### config.mk
export PLATFORM = sky130hd
export DESIGN_NAME = uart_tx_flat
export DESIGN_NICKNAME = d
export VERILOG_FILES = /design/src/rtl/uart_pkg.sv /design/src/rtl/uart_tx_if.sv /design/src/rtl/uart_baud_gen.sv /design/src/rtl/uart_tx.sv /design/src/flat_wrapper.sv
export SDC_FILE = /design/constraint.sdc
export NUM_CORES = 1
export LEC_CHECK = 0
export BUFFER_PORTS_ARGS = -buffer_cell sky130_fd_sc_hd__buf_4
export CORE_ASPECT_RATIO = 1.25
export CORE_MARGIN = 5
export CORE_UTILIZATION = 60
export CTS_BUF_LIST = sky130_fd_sc_hd__clkbuf_8
export DETAILED_ROUTE_END_ITERATION = 8
export GPL_TIMING_DRIVEN = 0
export PLACE_DENSITY = 0.84
export SETUP_SLACK_MARGIN = 0.4
export SLEW_MARGIN = 10
export SYNTH_ARGS = -nofsm -noshare
export SYNTH_HDL_FRONTEND = slang
export SYNTH_SLANG_ARGS = --single-unit
### constraint.sdc
create_clock -name i_clk -period 4.2 [get_ports i_clk]
set_clock_uncertainty 0.05 [all_clocks]
set_input_delay 0.84 -clock i_clk [delete_from_list [all_inputs] [get_ports i_clk]]
set_output_delay 0.84 -clock i_clk [all_outputs]
set_load 0.01 [all_outputs]
### src/rtl/uart_pkg.sv
// rtl/uart_pkg.sv - shared UART types, constants and helpers
// Used by uart_tx, uart_tx_if and uart_baud_gen (and the debug-port receiver).
package uart_pkg;

  localparam int UART_DATA_BITS      = 8;
  localparam int UART_OVERSAMPLE     = 16;
  localparam int UART_BAUD_ACC_WIDTH = 11;
  localparam int UART_BAUD_ACC_INCR  = 151;  // 25 MHz * 151 / 2^11 = 16 x 115200

  typedef enum logic [2:0] {
    TX_IDLE,
    TX_START,
    TX_DATA,
    TX_PARITY,
    TX_STOP
  } tx_state_e;

  function automatic logic even_parity(input logic [UART_DATA_BITS-1:0] d);
    return ^d;
  endfunction

endpackage

### src/rtl/uart_tx_if.sv
// rtl/uart_tx_if.sv - byte valid/ready handshake into the UART transmitter
// i_byte  : byte to send, sampled on handshake (master -> slave)
// i_valid : i_byte valid (master -> slave)
// o_ready : holding register empty (slave -> master)
interface uart_tx_if;
  import uart_pkg::*;

  logic [UART_DATA_BITS-1:0] i_byte;
  logic                      i_valid;
  logic                      o_ready;

  modport master (output i_byte, output i_valid, input o_ready);
  modport slave  (input i_byte, input i_valid, output o_ready);

endinterface

### src/rtl/uart_baud_gen.sv
// rtl/uart_baud_gen.sv - fractional baud accumulator producing a 16x oversample tick
// i_clk    : system clock
// i_rst_n  : asynchronous active-low reset
// o_tick16 : one-cycle pulse at 16x the baud rate
module uart_baud_gen
  import uart_pkg::*;
#(
  parameter int baud_acc_width = UART_BAUD_ACC_WIDTH,
  parameter int baud_acc_incr  = UART_BAUD_ACC_INCR
) (
  input  logic i_clk,
  input  logic i_rst_n,
  output logic o_tick16
);

  logic [baud_acc_width-1:0] acc_q;
  logic [baud_acc_width-1:0] acc_d;
  logic                      carry;
  logic                      tick_q;

  // Free-running: the carry-out of the modulo add is the tick; the
  // remainder carries the fractional phase into the next period.
  always_comb begin
    {carry, acc_d} = {1'b0, acc_q} + (baud_acc_width + 1)'(baud_acc_incr);
  end

  always_ff @(posedge i_clk or negedge i_rst_n) begin
    if (!i_rst_n) begin
      acc_q  <= '0;
      tick_q <= 1'b0;
    end else begin
      acc_q  <= acc_d;
      tick_q <= carry;
    end
  end

  assign o_tick16 = tick_q;

endmodule

### src/rtl/uart_tx.sv
// rtl/uart_tx.sv - 8N1 UART transmitter with a one-byte holding register
// Optional even-parity bit when UART_TX_PARITY_EN is defined (frame becomes 11 bits).
// i_clk   : system clock
// i_rst_n : asynchronous active-low reset
// bus     : uart_tx_if.slave byte handshake (i_byte, i_valid, o_ready)
// o_tx    : serial line, idle high, registered
// o_busy  : frame in flight or holding register full, registered
module uart_tx
  import uart_pkg::*;
#(
  parameter int baud_acc_width = UART_BAUD_ACC_WIDTH,
  parameter int baud_acc_incr  = UART_BAUD_ACC_INCR
) (
  input  logic       i_clk,
  input  logic       i_rst_n,
  uart_tx_if.slave   bus,
  output logic       o_tx,
  output logic       o_busy
);

  localparam int SUB_W = $clog2(UART_OVERSAMPLE);
  localparam int IDX_W = $clog2(UART_DATA_BITS);
  localparam logic [SUB_W-1:0] SUB_LAST = SUB_W'(UART_OVERSAMPLE - 1);
  localparam logic [IDX_W-1:0] IDX_LAST = IDX_W'(UART_DATA_BITS - 1);

  tx_state_e                 state_q, state_d;
  logic [SUB_W-1:0]          sub_q, sub_d;
  logic [IDX_W-1:0]          bit_q, bit_d;
  logic [UART_DATA_BITS-1:0] shift_q, shift_d;
  logic [UART_DATA_BITS-1:0] hold_q, hold_d;
  logic                      hold_full_q, hold_full_d;
  logic                      ready_q;
  logic                      tx_q, tx_d;
  logic                      busy_q, busy_d;
  logic                      tick16;
  logic                      accept;
  logic                      bit_end;
  logic                      load;

  uart_baud_gen #(
    .baud_acc_width (baud_acc_width),
    .baud_acc_incr  (baud_acc_incr)
  ) u_baud_gen (
    .i_clk    (i_clk),
    .i_rst_n  (i_rst_n),
    .o_tick16 (tick16)
  );

  always_comb begin
    state_d     = state_q;
    sub_d       = sub_q;
    bit_d       = bit_q;
    shift_d     = shift_q;
    hold_d      = hold_q;
    hold_full_d = hold_full_q;
    load        = 1'b0;

    // ready_q mirrors !hold_full_q, so accept and load are mutually exclusive.
    accept  = bus.i_valid && ready_q;
    bit_end = tick16 && (sub_q == SUB_LAST);

    if (accept) begin
      hold_d      = bus.i_byte;
      hold_full_d = 1'b1;
    end

    if (state_q != TX_IDLE && tick16) begin
      sub_d = sub_q + 1'b1;
    end

    case (state_q)
      TX_IDLE: begin
        if (tick16 && hold_full_q) load = 1'b1;
      end
      TX_START: begin
        if (bit_end) begin
          state_d = TX_DATA;
          bit_d   = '0;
        end
      end
      TX_DATA: begin
        if (bit_end) begin
          if (bit_q == IDX_LAST) begin
`ifdef UART_TX_PARITY_EN
            state_d = TX_PARITY;
`else
            state_d = TX_STOP;
`endif
          end else begin
            bit_d = bit_q + 1'b1;
          end
        end
      end
`ifdef UART_TX_PARITY_EN
      TX_PARITY: begin
        if (bit_end) state_d = TX_STOP;
      end
`endif
      TX_STOP: begin
        // A waiting byte starts its start bit on the same edge: no idle bit.
        if (bit_end) begin
          if (hold_full_q) load = 1'b1;
          else             state_d = TX_IDLE;
        end
      end
      default: state_d = TX_IDLE;
    endcase

    if (load) begin
      shift_d     = hold_q;
      hold_full_d = 1'b0;
      state_d     = TX_START;
      sub_d       = '0;
      bit_d       = '0;
    end

    // Line level follows the next state so o_tx changes on the same edge.
    case (state_d)
      TX_START:  tx_d = 1'b0;
      TX_DATA:   tx_d = shift_d[bit_d];
`ifdef UART_TX_PARITY_EN
      TX_PARITY: tx_d = even_parity(shift_d);
`endif
      default:   tx_d = 1'b1;
    endcase

    busy_d = (state_d != TX_IDLE) || hold_full_d;
  end

  always_ff @(posedge i_clk or negedge i_rst_n) begin
    if (!i_rst_n) begin
      state_q     <= TX_IDLE;
      sub_q       <= '0;
      bit_q       <= '0;
      shift_q     <= '0;
      hold_q      <= '0;
      hold_full_q <= 1'b0;
      ready_q     <= 1'b1;
      tx_q        <= 1'b1;
      busy_q      <= 1'b0;
    end else begin
      state_q     <= state_d;
      sub_q       <= sub_d;
      bit_q       <= bit_d;
      shift_q     <= shift_d;
      hold_q      <= hold_d;
      hold_full_q <= hold_full_d;
      ready_q     <= !hold_full_d;
      tx_q        <= tx_d;
      busy_q      <= busy_d;
    end
  end

  assign bus.o_ready = ready_q;
  assign o_tx        = tx_q;
  assign o_busy      = busy_q;

endmodule

### src/flat_wrapper.sv
// flat-port wrapper written by rule: the top's interface ports become plain ports
module uart_tx_flat import uart_pkg::*;
#(
  parameter int baud_acc_width = UART_BAUD_ACC_WIDTH,
  parameter int baud_acc_incr  = UART_BAUD_ACC_INCR
)
  (i_clk, i_rst_n, o_tx, o_busy, bus_i_byte, bus_i_valid, bus_o_ready);
  uart_tx_if bus_i ();
  input  logic i_clk;
  input  logic i_rst_n;
  output logic o_tx;
  output logic o_busy;
  input wire logic [$bits(bus_i.i_byte)-1:0] bus_i_byte;
  input wire logic [$bits(bus_i.i_valid)-1:0] bus_i_valid;
  output wire logic [$bits(bus_i.o_ready)-1:0] bus_o_ready;
  assign bus_i.i_byte = bus_i_byte;
  assign bus_i.i_valid = bus_i_valid;
  assign bus_o_ready = bus_i.o_ready;
  uart_tx #(.baud_acc_width(baud_acc_width), .baud_acc_incr(baud_acc_incr)) u_core (.i_clk(i_clk), .i_rst_n(i_rst_n), .bus(bus_i), .o_tx(o_tx), .o_busy(o_busy));
endmodule
==> summary.log <==
INFO  synthesis      count_of_yosys_warnings_during_synthesis=0
INFO  synthesis      synth_top_cell_area_share=0.5125
INFO  synthesis      yosysTopAreaCell=sky130_fd_sc_hd__dfrtp_1
INFO  synthesis      ys_top_cells_by_count=sky130_fd_sc_hd__dfrtp_1 (40), sky130_fd_sc_hd__mux2_1 (15), sky130_fd_sc_hd__nor2_1 (10)
INFO  synthesis      postSynthRegisterBits=42
INFO  critical_path  timing.critical_path.from_type=flop
INFO  drt            detailedRoute.firstIterationViolations=114
INFO  clock_tree     clk_latency=290ps
INFO  critical_path  critical_path_class=reg -> reg
INFO  placed_design  place.gp.congestion=0.8705
INFO  critical_path  critical_path.slowest_cell=sky130_fd_sc_hd__dfrtp_1
INFO  drt            vias_per_cell=5.991
INFO  finish         share_of_layout_cells_above_drive_strength_1=0.2043
INFO  power_and_ir_drop seqPwrFrac=0.543
INFO  drt            drc_markers=0
INFO  die            floorplan.initialDensity=0.6170
INFO  timing         finalCritPeriodShare=0.5586
INFO  power_and_ir_drop clock_power_share=0.308
INFO  die            placeableCoreArea=3166µm²
INFO  critical_path  timing.critical_path.max_delay_family=compound AO/OA/AOI/OAI gates
INFO  clock_tree     clkSlewWorstSetupHoldPaths=80ps
INFO  placed_design  dp.final_hpwl=2728µm
INFO  critical_path  r2r_start=u_core.sub_q[0]$_DFFE_PN0P_
INFO  synthesis      ys_async_sr_fraction=1.000
INFO  timing         slew_headroom=0.6236
INFO  synthesis      syn_inst=165
INFO  power_and_ir_drop irDropWorstVdd=304.4µV
INFO  clock_tree     cts_hold_buffers=0
INFO  power_and_ir_drop internal-power=0.7463mW
INFO  die            chip_width=61.03µm
INFO  synthesis      synth-edff-count=0
INFO  die            floorplan.die_area=4503µm²
INFO  timing         finalHoldWorstSlack=392.8ps
INFO  critical_path  worst_ep_required_time=4350ps
INFO  timing         rsz0062_at_grt=no
INFO  power_and_ir_drop p_per_area=449.1nW/µm²
INFO  finish         num_antenna_cells=0
INFO  critical_path  crit_path_end_kind=flop
INFO  clock_tree     tritoncts.num_buffers=5
INFO  timing         tightest_slew=564.6ps
INFO  power_and_ir_drop sw_frac_of_total=0.2467
INFO  synthesis      syn-cell-area=1953µm²
INFO  timing         final.min_clock_period=2346ps
INFO  timing         setup-tns-final=0ps
INFO  hold_path      hold_class=reg -> reg
INFO  global_routing grt_max_degree=43
INFO  finish         filler_cells_inserted=248
INFO  die            die_height=73.79µm
INFO  synthesis      yosysMostFrequentCell=sky130_fd_sc_hd__dfrtp_1
INFO  clock_tree     clockRootBuffer=sky130_fd_sc_hd__clkbuf_8
INFO  synthesis      ys_seq_area_frac=0.5394
INFO  global_routing grt_pass1_wl=6341µm
INFO  synthesis      netlist-cell-type-count=47
INFO  critical_path  crit_path_max_fanout=7
INFO  clock_tree     cts_max_level=2
INFO  finish         multi_input_combinational_cell_area=828.3µm²
INFO  power_and_ir_drop power.share.combinational=0.148
INFO  run            cap_viol_max_count=0
INFO  timing         worst_setup_slack_after_layout=1854ps
INFO  synthesis      synth_nets=179
INFO  timing         timing_max_transition_violations_final=0
INFO  power_and_ir_drop total_power=0.9907mW
INFO  critical_path  critical_path.reg2reg.endpoint=u_core.o_tx$_DFF_PN1_
INFO  finish         final_net_count=199
INFO  critical_path  critical_path.cell_chain=ha_1, and4_1, buf_2, a31oi_1, a21boi_0, o21ai_0, a21o_1, a211oi_2
INFO  synthesis      synth_ff_type=sky130_fd_sc_hd__dfrtp_1
INFO  critical_path  worst-endpoint-arrival=2500ps
INFO  critical_path  crit_cells=8
INFO  finish         finalCoreUtilization=0.6968
INFO  clock_tree     cts_tree=yes
INFO  timing         report.final.hold_viol_count=0
INFO  global_routing number_of_global_route_vias_before_repair=1398
INFO  status         outcome=complete, no violations
INFO  power_and_ir_drop netSwitchingPower=0.2444mW
INFO  die            std_cell_rows=23
INFO  finish         syn_to_final_growth=12.94%
INFO  finish         ff_latch_area=1054µm²
INFO  timing         finalSetupViolations=0
INFO  die            ios=14
INFO  clock_tree     post_cts_buffers=0
INFO  clock_tree     clk_path_buf_depth=2
INFO  critical_path  cp_slowest_stage_delay=410ps
INFO  drt            final_antenna_net_count=0
INFO  synthesis      avgSynthCellArea=11.84µm²
INFO  global_routing gr-usage-all-layers=0.1911
INFO  drt            vias_after_detailed_routing=1336
INFO  critical_path  source_of_the_critical_timing_path=u_core.sub_q[0]$_DFFE_PN0P_
INFO  clock_tree     numClockSinks=42
INFO  critical_path  critical_path_buf_inv_count=1
INFO  clock_tree     post_cts_resized=0
INFO  critical_path  r2r.worst_path.cells=8
INFO  power_and_ir_drop leakage_power_total=0.9838nW
INFO  drt            drt-pass1-iter-count=4
INFO  global_routing grt_antenna_before_repair=0
INFO  drt            postRouteWirelength=3670µm
INFO  timing         max_freq=0.4262GHz
INFO  synthesis      top_area_cells_in_the_synthesized_netlist=sky130_fd_sc_hd__dfrtp_1 (51%), sky130_fd_sc_hd__mux2_1 (8.6%), sky130_fd_sc_hd__xor2_1 (3.6%)
INFO  global_routing overflow=0
INFO  drt            avgRoutedWirePerCell=16.46µm
INFO  critical_path  cp-endpoint=u_core.o_tx$_DFF_PN1_
INFO  placed_design  placement.setup.worst_slack=1931ps
INFO  placed_design  buffer_ports.inserted=13
INFO  critical_path  r2r_slack=1850ps
per-stage QoR:
| stage | area (µm²) | instances |
|---|---|---|
| after floorplan | 1953 | 165 |
| after global placement | 2097 | 215 |
| after detailed placement | 2097 | 215 |
| after CTS | 2206 | 223 |
| after global routing | 2206 | 223 |
| final | 2206 | 223 |
cells by family after synthesis:
group                      count (synthesis)  share of synthesized area
and+or+nand+nor                           39                     0.1057
adders and majority gates                  3                    0.01922
AOI/OAI and AO/OA                         34                     0.1403
muxes                                     18                     0.1051
DFF                                       42                     0.5394
xor gates and xnor gates                  12                    0.05381
buffers and inverters                     17                    0.03651
sequential cells by signal (all words and copies together) (netlist names):
name	cells
u_core.u_baud_gen.acc_q	11
u_core.hold_q	8
u_core.shift_q	8
u_core.sub_q	4
u_core.bit_q	3
u_core.state_q	3
u_core.bus.o_ready	1
u_core.hold_full_q	1
u_core.o_busy	1
u_core.o_tx	1
u_core.u_baud_gen.o_tick16	1
metal layers:
layer / vias up / wire, µm / share of wire / track usage
met2: 26 / 2109 / 0.57 / 0.3259
met5: - / 0 / 0 / 0
met3: 7 / 114 / 0.031 / 0.04921
met4: 0 / 61 / 0.017 / 0.06988
met1: 672 / 1385 / 0.38 / 0.2270
li1: 631 / - / - / -
worst reg2reg max path: stages, from the launching register on:
cell	delay, ps
sky130_fd_sc_hd__dfrtp_1	410
sky130_fd_sc_hd__ha_1	260
sky130_fd_sc_hd__and4_1	200
sky130_fd_sc_hd__buf_2	160
sky130_fd_sc_hd__a31oi_1	290
sky130_fd_sc_hd__a21boi_0	330
sky130_fd_sc_hd__o21ai_0	150
sky130_fd_sc_hd__a21o_1	200
sky130_fd_sc_hd__a211oi_2	210
worst min path at each step:
stage,startpoint,endpoint,slack [ps],cells past startpoint
2_1_floorplan,u_core.u_baud_gen.acc_q[0]$_DFF_PN0_,u_core.u_baud_gen.acc_q[0]$_DFF_PN0_,350,1
3_3_place_gp,u_core.u_baud_gen.acc_q[0]$_DFF_PN0_,u_core.u_baud_gen.acc_q[0]$_DFF_PN0_,370,1
3_5_place_dp,u_core.u_baud_gen.acc_q[0]$_DFF_PN0_,u_core.u_baud_gen.acc_q[0]$_DFF_PN0_,390,1
4_1_cts,u_core.u_baud_gen.acc_q[0]$_DFF_PN0_,u_core.u_baud_gen.acc_q[0]$_DFF_PN0_,400,1
5_1_grt,u_core.u_baud_gen.acc_q[0]$_DFF_PN0_,u_core.u_baud_gen.acc_q[0]$_DFF_PN0_,420,1
6_report,u_core.u_baud_gen.acc_q[0]$_DFF_PN0_,u_core.u_baud_gen.acc_q[0]$_DFF_PN0_,390,1
area by class of cell:
type | instances | area share
inverter | 10 | 0.01702
buffer | 7 | 0.01531
sequential | 42 | 0.4776
clock buffer | 5 | 0.03120
tap | 37 | 0.02099
timing repair buffer | 13 | 0.04424
clock inverter | 3 | 0.01815
multi-input combinational | 106 | 0.3755
cells in the final DEF (no fill, tap or decap), types with 2 or more instances in the layout:
cell | synthesis | layout
sky130_fd_sc_hd__dfrtp_1 | 40 | 40
sky130_fd_sc_hd__mux2_1 | 15 | 15
sky130_fd_sc_hd__buf_4 | 0 | 13
sky130_fd_sc_hd__nor2_1 | 10 | 10
sky130_fd_sc_hd__inv_1 | 9 | 9
sky130_fd_sc_hd__nand2_1 | 8 | 8
sky130_fd_sc_hd__xor2_1 | 8 | 8
sky130_fd_sc_hd__a21oi_1 | 6 | 6
sky130_fd_sc_hd__buf_2 | 6 | 6
sky130_fd_sc_hd__clkbuf_8 | 0 | 5
sky130_fd_sc_hd__nand3_1 | 4 | 4
sky130_fd_sc_hd__xnor2_1 | 4 | 4
sky130_fd_sc_hd__o211ai_1 | 4 | 4
sky130_fd_sc_hd__ha_1 | 3 | 3
sky130_fd_sc_hd__nand2b_1 | 2 | 2
sky130_fd_sc_hd__nor2b_1 | 2 | 2
sky130_fd_sc_hd__a21boi_1 | 2 | 2
sky130_fd_sc_hd__a2111oi_2 | 2 | 2
sky130_fd_sc_hd__and4_1 | 2 | 2
sky130_fd_sc_hd__a211oi_1 | 2 | 2
sky130_fd_sc_hd__a21boi_0 | 2 | 2
sky130_fd_sc_hd__a2bb2oi_1 | 2 | 2
sky130_fd_sc_hd__and3_1 | 2 | 2
sky130_fd_sc_hd__nand4_1 | 2 | 2
sky130_fd_sc_hd__a21o_1 | 2 | 2
sky130_fd_sc_hd__a211oi_2 | 2 | 2
sky130_fd_sc_hd__clkinv_2 | 0 | 2
sky130_fd_sc_hd__dfstp_2 | 2 | 2
power groups by stage:
| stage | clock [mW] | combinational, mW | sequential (mW) |
|---|---|---|---|
| 3_3_place_gp | 0 | 0.136 | 0.539 |
| 4_1_cts | 0.309 | 0.151 | 0.540 |
| 5_1_grt | 0.329 | 0.166 | 0.549 |
| 2_1_floorplan | 0 | 0.102 | 0.531 |
| 6_report | 0.305 | 0.147 | 0.538 |
| 3_5_place_dp | 0 | 0.148 | 0.547 |
No activity file was read; power rests on OpenSTA's default activity.
